### src/rtl/mem_arb_pkg.sv
// Shared encodings for mem_port_arbiter: FSM states, fixed fetch-side request
// fields and the data value returned for an aborted access.
package mem_arb_pkg;

  typedef enum logic [1:0] {
    IDLE  = 2'd0,
    GNT_I = 2'd1,
    GNT_D = 2'd2,
    DONE  = 2'd3
  } arb_state_e;

  localparam logic        FETCH_WE   = 1'b0;
  localparam logic [3:0]  FETCH_BE   = 4'hF;
  localparam logic [31:0] ABORT_DATA = 32'h0000_0000;

  // Saturating increment of the fairness counter.
  function automatic logic [3:0] fair_inc(input logic [3:0] cnt, input logic [3:0] limit);
    return (cnt >= limit) ? limit : cnt + 4'd1;
  endfunction

endpackage

### src/rtl/mem_port_arbiter_if.sv
// Bundle of the fetch, data and memory-side signals of mem_port_arbiter.
// slave = arbiter view, master = requester/memory environment view.
interface mem_port_arbiter_if;

  logic        if_req;
  logic [31:0] if_addr;
  logic [31:0] if_rdata;
  logic        if_ready;
  logic        if_stall;

  logic        me_req;
  logic        me_we;
  logic [3:0]  me_be;
  logic [31:0] me_addr;
  logic [31:0] me_wdata;
  logic [31:0] me_rdata;
  logic        me_ready;
  logic        me_stall;

  logic        mem_req;
  logic        mem_we;
  logic [3:0]  mem_be;
  logic [31:0] mem_addr;
  logic [31:0] mem_wdata;
  logic [31:0] mem_rdata;
  logic        mem_ack;

  logic        err;

  modport slave (
    input  if_req, if_addr,
    input  me_req, me_we, me_be, me_addr, me_wdata,
    input  mem_rdata, mem_ack,
    output if_rdata, if_ready, if_stall,
    output me_rdata, me_ready, me_stall,
    output mem_req, mem_we, mem_be, mem_addr, mem_wdata,
    output err
  );

  modport master (
    output if_req, if_addr,
    output me_req, me_we, me_be, me_addr, me_wdata,
    output mem_rdata, mem_ack,
    input  if_rdata, if_ready, if_stall,
    input  me_rdata, me_ready, me_stall,
    input  mem_req, mem_we, mem_be, mem_addr, mem_wdata,
    input  err
  );

endinterface

### src/rtl/mem_arb_watchdog.sv
// Counts cycles an access spends granted; flags a timeout on the TIMEOUT-th
// granted cycle without an acknowledge.
module mem_arb_watchdog #(
  parameter int TIMEOUT = 255
) (
  input  logic clock,
  input  logic reset,
  input  logic active,
  input  logic ack,
  output logic timeout
);

  // Counter only has to reach TIMEOUT-1; leaving the grant clears it.
  localparam int CW = (TIMEOUT < 2) ? 1 : $clog2(TIMEOUT);

  logic [CW-1:0] cnt_q;
  logic [CW-1:0] cnt_d;

  always_comb begin
    cnt_d = '0;
    if (active) begin
      cnt_d = cnt_q + CW'(1);
    end
  end

  always_ff @(posedge clock or posedge reset) begin
    if (reset) begin
      cnt_q <= '0;
    end else begin
      cnt_q <= cnt_d;
    end
  end

  assign timeout = active && !ack && (cnt_q == CW'(TIMEOUT - 1));

endmodule

### src/rtl/mem_port_arbiter.sv
// Arbitrates one single-port memory between fetch and data requesters, data first
// with a fairness bound on fetch starvation. Optional watchdog: MEM_ARB_TIMEOUT_EN.
module mem_port_arbiter
  import mem_arb_pkg::*;
#(
  parameter int FAIR_LIMIT = 4,
  parameter int TIMEOUT    = 255
) (
  input  logic              clock,
  input  logic              reset,
  mem_port_arbiter_if.slave bus
);

  if ((FAIR_LIMIT < 1) || (FAIR_LIMIT > 15)) begin : g_bad_fair_limit
    $error("mem_port_arbiter: FAIR_LIMIT must be in 1..15");
  end
  if (TIMEOUT < 1) begin : g_bad_timeout
    $error("mem_port_arbiter: TIMEOUT must be at least 1");
  end

  localparam logic [3:0] FAIR_LIM = 4'(FAIR_LIMIT);

  arb_state_e  state_q,     state_d;
  logic [3:0]  fair_cnt_q,  fair_cnt_d;
  logic        mem_req_q,   mem_req_d;
  logic        mem_we_q,    mem_we_d;
  logic [3:0]  mem_be_q,    mem_be_d;
  logic [31:0] mem_addr_q,  mem_addr_d;
  logic [31:0] mem_wdata_q, mem_wdata_d;
  logic [31:0] if_rdata_q,  if_rdata_d;
  logic [31:0] me_rdata_q,  me_rdata_d;
  logic        if_ready_q,  if_ready_d;
  logic        me_ready_q,  me_ready_d;

  logic        in_grant;
  logic        timeout;
  logic        complete;
  logic [31:0] resp_data;

  assign in_grant  = (state_q == GNT_I) || (state_q == GNT_D);
  assign complete  = in_grant && (bus.mem_ack || timeout);
  assign resp_data = bus.mem_ack ? bus.mem_rdata : ABORT_DATA;

`ifdef MEM_ARB_TIMEOUT_EN
  logic err_q, err_d;

  mem_arb_watchdog #(
    .TIMEOUT (TIMEOUT)
  ) u_watchdog (
    .clock   (clock),
    .reset   (reset),
    .active  (in_grant),
    .ack     (bus.mem_ack),
    .timeout (timeout)
  );

  assign err_d = err_q || timeout;

  always_ff @(posedge clock or posedge reset) begin
    if (reset) begin
      err_q <= 1'b0;
    end else begin
      err_q <= err_d;
    end
  end

  assign bus.err = err_q;
`else
  assign timeout = 1'b0;
  assign bus.err = 1'b0;
`endif

  always_comb begin
    state_d     = state_q;
    fair_cnt_d  = fair_cnt_q;
    mem_req_d   = mem_req_q;
    mem_we_d    = mem_we_q;
    mem_be_d    = mem_be_q;
    mem_addr_d  = mem_addr_q;
    mem_wdata_d = mem_wdata_q;
    if_rdata_d  = if_rdata_q;
    me_rdata_d  = me_rdata_q;
    if_ready_d  = 1'b0;
    me_ready_d  = 1'b0;

    unique case (state_q)
      IDLE: begin
        if (!bus.if_req) begin
          fair_cnt_d = 4'd0;
        end
        // Data wins unless fetch has waited out FAIR_LIMIT data grants.
        if (bus.me_req && !(bus.if_req && (fair_cnt_q == FAIR_LIM))) begin
          state_d     = GNT_D;
          mem_req_d   = 1'b1;
          mem_we_d    = bus.me_we;
          mem_be_d    = bus.me_be;
          mem_addr_d  = bus.me_addr;
          mem_wdata_d = bus.me_wdata;
          if (bus.if_req) begin
            fair_cnt_d = fair_inc(fair_cnt_q, FAIR_LIM);
          end
        end else if (bus.if_req) begin
          state_d     = GNT_I;
          mem_req_d   = 1'b1;
          mem_we_d    = FETCH_WE;
          mem_be_d    = FETCH_BE;
          mem_addr_d  = bus.if_addr;
          mem_wdata_d = 32'h0000_0000;
          fair_cnt_d  = 4'd0;
        end
      end

      GNT_I, GNT_D: begin
        if (complete) begin
          state_d   = DONE;
          mem_req_d = 1'b0;
          if (state_q == GNT_I) begin
            if_rdata_d = resp_data;
            if_ready_d = 1'b1;
          end else begin
            me_rdata_d = resp_data;
            me_ready_d = 1'b1;
          end
        end
      end

      DONE: begin
        state_d = IDLE;
      end
    endcase
  end

  always_ff @(posedge clock or posedge reset) begin
    if (reset) begin
      state_q     <= IDLE;
      fair_cnt_q  <= 4'd0;
      mem_req_q   <= 1'b0;
      mem_we_q    <= 1'b0;
      mem_be_q    <= 4'h0;
      mem_addr_q  <= 32'h0;
      mem_wdata_q <= 32'h0;
      if_rdata_q  <= 32'h0;
      me_rdata_q  <= 32'h0;
      if_ready_q  <= 1'b0;
      me_ready_q  <= 1'b0;
    end else begin
      state_q     <= state_d;
      fair_cnt_q  <= fair_cnt_d;
      mem_req_q   <= mem_req_d;
      mem_we_q    <= mem_we_d;
      mem_be_q    <= mem_be_d;
      mem_addr_q  <= mem_addr_d;
      mem_wdata_q <= mem_wdata_d;
      if_rdata_q  <= if_rdata_d;
      me_rdata_q  <= me_rdata_d;
      if_ready_q  <= if_ready_d;
      me_ready_q  <= me_ready_d;
    end
  end

  assign bus.mem_req   = mem_req_q;
  assign bus.mem_we    = mem_we_q;
  assign bus.mem_be    = mem_be_q;
  assign bus.mem_addr  = mem_addr_q;
  assign bus.mem_wdata = mem_wdata_q;
  assign bus.if_rdata  = if_rdata_q;
  assign bus.me_rdata  = me_rdata_q;
  assign bus.if_ready  = if_ready_q;
  assign bus.me_ready  = me_ready_q;
  assign bus.if_stall  = bus.if_req && !if_ready_q;
  assign bus.me_stall  = bus.me_req && !me_ready_q;

endmodule

### src/flat_wrapper.sv
// flat-port wrapper written by rule: the top's interface ports become plain ports
module mem_port_arbiter_flat import mem_arb_pkg::*;
#(
  parameter int FAIR_LIMIT = 4,
  parameter int TIMEOUT    = 255
)
  (clock, reset, bus_if_req, bus_if_addr, bus_me_req, bus_me_we, bus_me_be, bus_me_addr, bus_me_wdata, bus_mem_rdata, bus_mem_ack, bus_if_rdata, bus_if_ready, bus_if_stall, bus_me_rdata, bus_me_ready, bus_me_stall, bus_mem_req, bus_mem_we, bus_mem_be, bus_mem_addr, bus_mem_wdata, bus_err);
  mem_port_arbiter_if bus_i ();
  input  logic clock;
  input  logic reset;
  input wire logic [$bits(bus_i.if_req)-1:0] bus_if_req;
  input wire logic [$bits(bus_i.if_addr)-1:0] bus_if_addr;
  input wire logic [$bits(bus_i.me_req)-1:0] bus_me_req;
  input wire logic [$bits(bus_i.me_we)-1:0] bus_me_we;
  input wire logic [$bits(bus_i.me_be)-1:0] bus_me_be;
  input wire logic [$bits(bus_i.me_addr)-1:0] bus_me_addr;
  input wire logic [$bits(bus_i.me_wdata)-1:0] bus_me_wdata;
  input wire logic [$bits(bus_i.mem_rdata)-1:0] bus_mem_rdata;
  input wire logic [$bits(bus_i.mem_ack)-1:0] bus_mem_ack;
  output wire logic [$bits(bus_i.if_rdata)-1:0] bus_if_rdata;
  output wire logic [$bits(bus_i.if_ready)-1:0] bus_if_ready;
  output wire logic [$bits(bus_i.if_stall)-1:0] bus_if_stall;
  output wire logic [$bits(bus_i.me_rdata)-1:0] bus_me_rdata;
  output wire logic [$bits(bus_i.me_ready)-1:0] bus_me_ready;
  output wire logic [$bits(bus_i.me_stall)-1:0] bus_me_stall;
  output wire logic [$bits(bus_i.mem_req)-1:0] bus_mem_req;
  output wire logic [$bits(bus_i.mem_we)-1:0] bus_mem_we;
  output wire logic [$bits(bus_i.mem_be)-1:0] bus_mem_be;
  output wire logic [$bits(bus_i.mem_addr)-1:0] bus_mem_addr;
  output wire logic [$bits(bus_i.mem_wdata)-1:0] bus_mem_wdata;
  output wire logic [$bits(bus_i.err)-1:0] bus_err;
  assign bus_i.if_req = bus_if_req;
  assign bus_i.if_addr = bus_if_addr;
  assign bus_i.me_req = bus_me_req;
  assign bus_i.me_we = bus_me_we;
  assign bus_i.me_be = bus_me_be;
  assign bus_i.me_addr = bus_me_addr;
  assign bus_i.me_wdata = bus_me_wdata;
  assign bus_i.mem_rdata = bus_mem_rdata;
  assign bus_i.mem_ack = bus_mem_ack;
  assign bus_if_rdata = bus_i.if_rdata;
  assign bus_if_ready = bus_i.if_ready;
  assign bus_if_stall = bus_i.if_stall;
  assign bus_me_rdata = bus_i.me_rdata;
  assign bus_me_ready = bus_i.me_ready;
  assign bus_me_stall = bus_i.me_stall;
  assign bus_mem_req = bus_i.mem_req;
  assign bus_mem_we = bus_i.mem_we;
  assign bus_mem_be = bus_i.mem_be;
  assign bus_mem_addr = bus_i.mem_addr;
  assign bus_mem_wdata = bus_i.mem_wdata;
  assign bus_err = bus_i.err;
  mem_port_arbiter #(.FAIR_LIMIT(FAIR_LIMIT), .TIMEOUT(TIMEOUT)) u_core (.clock(clock), .reset(reset), .bus(bus_i));
endmodule
### config.mk
export PLATFORM = sky130hd
export DESIGN_NAME = mem_port_arbiter_flat
export DESIGN_NICKNAME = d
export VERILOG_FILES = /design/src/rtl/mem_arb_pkg.sv /design/src/rtl/mem_port_arbiter_if.sv /design/src/rtl/mem_arb_watchdog.sv /design/src/rtl/mem_port_arbiter.sv /design/src/flat_wrapper.sv
export SDC_FILE = /design/constraint.sdc
export NUM_CORES = 1
export LEC_CHECK = 0
export ABC_CLOCK_PERIOD_IN_PS = 10450
export CAP_MARGIN = 20
export CORE_ASPECT_RATIO = 0.8
export CORE_MARGIN = 2
export CORE_UTILIZATION = 30
export CTS_CLUSTER_DIAMETER = 120
export DETAILED_ROUTE_END_ITERATION = 8
export GPL_TIMING_DRIVEN = 0
export SLEW_MARGIN = 5
export SYNTH_ARGS = -nofsm -noshare
export SYNTH_HDL_FRONTEND = slang
export SYNTH_HIERARCHICAL = 1
export SYNTH_SLANG_ARGS = --single-unit
### constraint.sdc
create_clock -name clock -period 10.45 [get_ports clock]
set_input_delay 1.045 -clock clock [delete_from_list [all_inputs] [get_ports clock]]
set_output_delay 1.045 -clock clock [all_outputs]
set_load 0.02 [all_outputs]
Word-level counts from Yosys, hierarchy flattened
Index checks and enable logic that the tools add are counted.
{"block": "totals", "register_bits": 142, "latch_bits": 0, "mem_bits_rw": 0, "rom_bits": 0, "input_bits": 138, "out_inout_bits": 139, "word_cells": 64, "mem_count": 0}
{"block": "classes", "add_sub_neg": 1, "multipliers": 0, "div": 0, "n_lt_le_gt_ge": 1, "eq_ne": 6, "shift": 0, "muxes": 26, "n_bitwise": 1, "n_reduce_logical": 18}
{"cell": "two-way mux 32 bit", "count": 5}
{"cell": "two-way mux 4 bit", "count": 5}
{"cell": "two-way mux 1 bit", "count": 11}
{"cell": "AND reduction 3 bit", "count": 3}
{"cell": "two-way mux 2 bit", "count": 3}
{"cell": "one-hot mux 2 bit (3 select lines)", "count": 1}
{"cell": "logical AND 1 bit", "count": 5}
{"cell": "adder 4 x 1 -> 4 bit, second input constant", "count": 1}
{"cell": "== test 2 bit, second input constant", "count": 2}
{"cell": "== test 4 x 3 -> 1 bit, second input constant", "count": 1}
{"cell": "greater-or-equal comparator 4 x 3 -> 1 bit, second input constant", "count": 1}
{"cell": "AND reduction 2 bit", "count": 2}
{"cell": "nonzero test 2 bit", "count": 2}
{"cell": "zero test 1 bit", "count": 3}
{"cell": "!= test 3 x 2 -> 1 bit, second input constant", "count": 1}
{"cell": "== test 2 x 1 -> 1 bit, second input constant", "count": 1}
{"cell": "zero test 2 bit", "count": 1}
{"cell": "!= test 2 x 1 -> 1 bit, second input constant", "count": 1}
{"cell": "one-hot mux 1 bit (2 select lines)", "count": 1}
{"cell": "OR reduction 2 bit", "count": 1}
{"cell": "logical OR 1 bit", "count": 1}
{"cell": "inverter 1 bit", "count": 1}

Logic depth before layout (Yosys ltp)
{"block": "logic_depth", "ltp_word": 6, "mapped_depth": 9}

Worst setup path after synthesis
No wires, ideal clock.
{"block": "synth_timing", "kind": "input-to-output", "startpoint": "input bus_me_req", "endpoint": "output bus_me_stall", "t_arrival_ns": 2.023, "required_time_ns": 9.405, "setup_slack_ns": 7.382, "cell_stages": 4, "path_buffers": 3, "path_cell_list": "buf_2 > buf_2 > buf_1 > nor2b_1"}
{"block": "synth_via", "elab_chain_len": 1}
{"item": "start: declaration", "line": "flat_wrapper.sv:13", "text": "input wire logic [$bits(bus_i.me_req)-1:0] bus_me_req;"}
{"item": "logical AND 1 bit", "line": "mem_port_arbiter.sv:171", "text": "assign bus.me_stall = bus.me_req && !me_ready_q;"}
{"item": "end: declaration", "line": "flat_wrapper.sv:25", "text": "output wire logic [$bits(bus_i.me_stall)-1:0] bus_me_stall;"}
No other way between the ends.

Final worst setup path
Ends and elaborated chain as after synthesis.

==> run metrics <==
status=completed; Critical Path Slowest Stage Cell=clkdlybuf4s50_1; Most common cell on crit path=buf_2; Setup Skew=11.7 ps; critical path depth=5; Power Density=approximately 330 mW/mm2; maximum clock path buffer count=2; Worst path max stage delay=630 ps; FF+latch count, synth=between 100 and 150; crit end category=output pin; I/O Buffers=around 270; initial core utilization=between 30 and 40%; Cell Int Power=2.03 mW; Clk pwr share=between 10% and 20%; diode count=0; min-delay worst type=reg -> reg; CTS clk-pin slew, worst paths=60 ps; Gate power share=between 50% and 60%; Post-CTS Setup Bufs=0; first-pass GRT wire length=29600 um; H-tree levels=4; Die H=around 130 um; WP buf/inv=4; RSZ-0062 raised after global routing=no; Max Fanout on Critical Path=10; Seq pwr share=a little under 30%; max-cap viol count=0; TritonCTS clock tree=built; ratio of cells with drive above 1 in the final layout=18.2%; Final Max Slew Viols=0; largest net degree at the start of global routing=about 100; Detail Route Antenna Nets=0; pre-CTS setup slack=between 6000 and 7000 ps; Fmax=approximately 270 MHz; GR Util All Layers=17.3%; drt initial violations=~300; Seq/Total Area, Yosys=around 57%; WHS Path Cells=2; Synth Instances=535; sw power=~1.2 mW; area leader, netlist=dfrtp_1; worst slew pin tran=~560 ps; minimum clock period=approximately 3700 ps; final period utilization=35.6%; Area growth syn-to-layout=59.4%; routed len/inst=approximately 17 um; clk_lat worst skew=around 420 ps; Via density=~4.5; Max rail drop VDD=around 160 uV; Core Footprint=between 0.02 and 0.025 mm2; # setup viols final=0; Final Worst Setup Slack=a little under 7000 ps; CP Class=in -> out; gpl congestion=approximately 0.76; DP HPWL=13800 um; Die X=roughly 170 um; Rel. slew slack=about 63%; total clock sinks=142; Post-Syn Area=0.00623 mm2; top cells by area, synth=dfrtp_1, nand2_1, mux2_4, mux2_2, o211ai_2; Post-Synthesis Net Count=about 680; Die ar.=between 0.02 and 0.025 mm2; synthesized area per cell=~12 um2; CP Data Required Time=between 9000 and 10000 ps; share of the synthesized area in the top cell type=between 50 and 60%; drt drc=0; Hold Buf Count CTS=0; Tot Pwr=around 3.3 mW; Pre-antenna DRT Iters=4; Syn. warnings=6; Nets=971; vias=around 5000; most frequent cells in the layout=clkdlybuf4s50_1, dfrtp_1, nand2_1, mux2_2, o21ai_0; row count=47; setup TNS after final layout=0 ps; number of global-route vias before repair=between 5000 and 6000; routed wire length=approximately 18000 um; Overflow after GRT=0; Crit path max-delay family=buffers and inverters; Arrival @ worst endpoint=2680 ps; reg2reg path depth=8; most common cell after layout, fill and taps aside=clkdlybuf4s50_1; CTS Buf Count=17; startpoint type of the worst setup path=primary input; critical path, cell by cell=buf_2 > buf_2 > buf_1 > nor2b_1 > clkdlybuf4s50_1; root buffer cell=clkbuf_16; Yosys cell types=30; Sw Ratio=37.6%; total leakage power=4.29 nW; final hold vios=0; I/O pins=around 280; post_cts resized=0; antenna violations before repair=0
cells by family (layout without fill, tap and decap cells):
kind of cell / Yosys count / in the layout / synth area share, %
flops: 142 / 142 / 57.1
fa+ha+maj: 5 / 5 / 1.00
mux: 67 / 67 / 13.8
compound gates: 79 / 79 / 9.99
other cells: 1 / 1 / 0.0602
buf+inv: 51 / 357 / 4.56
simple gates: 190 / 190 / 13.5
synth_stat cells:
master / n
nand3_1: 1
a31oi_1: 2
conb_1: 1
buf_1: 2
o21a_1: 2
nand2_1: 136
mux2_4: 29
o311ai_0: 1
ha_1: 5
a21oi_1: 6
mux2i_1: 1
or2_1: 1
buf_6: 8
buf_4: 4
clkbuf_1: 16
o211ai_1: 6
mux2_2: 37
o21ai_0: 34
o211ai_2: 26
nand4b_4: 1
inv_1: 7
buf_2: 14
nand4bb_1: 1
and2_1: 1
dfrtp_1: 142
nor2b_1: 5
nand4_1: 32
o22ai_1: 1
o21ai_2: 1
nor2_1: 12
final timing paths:
| path | start | to | slack [ps] |
|---|---|---|---|
| hold / removal | u_core/bus.mem_wdata[25]$_DFFE_PP0P_ | u_core/bus.mem_wdata[25]$_DFFE_PP0P_ | 480 |
| hold reg to reg | u_core/bus.mem_wdata[25]$_DFFE_PP0P_ | u_core/bus.mem_wdata[25]$_DFFE_PP0P_ | 480 |
| min in group asynchronous | reset | u_core/bus.me_rdata[21]$_DFFE_PP0P_ | 1000 |
| max in group asynchronous | reset | u_core/bus.mem_addr[22]$_DFFE_PP0P_ | 8600 |
| setup reg to reg | u_core/state_q[1]$_DFFE_PP0P_ | u_core/bus.mem_addr[15]$_DFFE_PP0P_ | 8600 |
| setup / recovery | bus_me_req | bus_me_stall | 6730 |
sequential cells by signal, indices dropped and copies added (netlist names):
name,cells
u_core/state_q,2
u_core/bus.me_ready,1
u_core/bus.if_rdata,32
u_core/fair_cnt_q,4
u_core/bus.me_rdata,32
u_core/bus.mem_req,1
u_core/bus.mem_wdata,32
u_core/bus.mem_we,1
u_core/bus.mem_addr,32
u_core/bus.mem_be,4
u_core/bus.if_ready,1
power groups by stage:
stage / Sequential, mW / Combinational, mW / Clock (mW)
2_1_floorplan: 1.30 / 0.598 / 0
3_3_place_gp: 0.974 / 1.68 / 0
3_5_place_dp: 0.978 / 1.69 / 0
4_1_cts: 0.975 / 1.69 / 0.634
5_1_grt: 1.01 / 1.79 / 0.660
6_report: 0.972 / 1.67 / 0.616
worst min-delay path, cell delays in order, from the launching register on:
cell and delay [ps]:
dfrtp_1 340, nand2_1 40, o21ai_0 60
stage by stage:
stage               cells  hold slack [ps]  cell area (um2)  util, %
global placement     1077              462             9300     45.3
detailed placement   1078              472             9330     45.5
floorplan             535              502             6230        -
global route         1110              506             9930     48.4
CTS                  1110              486             9930     48.4
finish               1110              476             9930     48.4
final cells by class:
class / instances / area [um2]
clock inverter: 13 / 154
sequential: 142 / 3550
inverter: 7 / 33.8
clock buffer: 19 / 443
tap: 269 / 337
timing repair buffer: 274 / 2760
multi-input combinational: 342 / 2390
fill: 1911 / 10600
buffer: 44 / 258
metal layers:
metal	global-route usage, %	share of wire (%)	up-vias
met2	27.0	46	150
met1	23.5	46	2444
met3	4.98	6.6	16
met4	5.02	1.4	0
li1	-	-	2429
met5	0	0	-
Note: power is estimated with default switching activity, not from simulation.
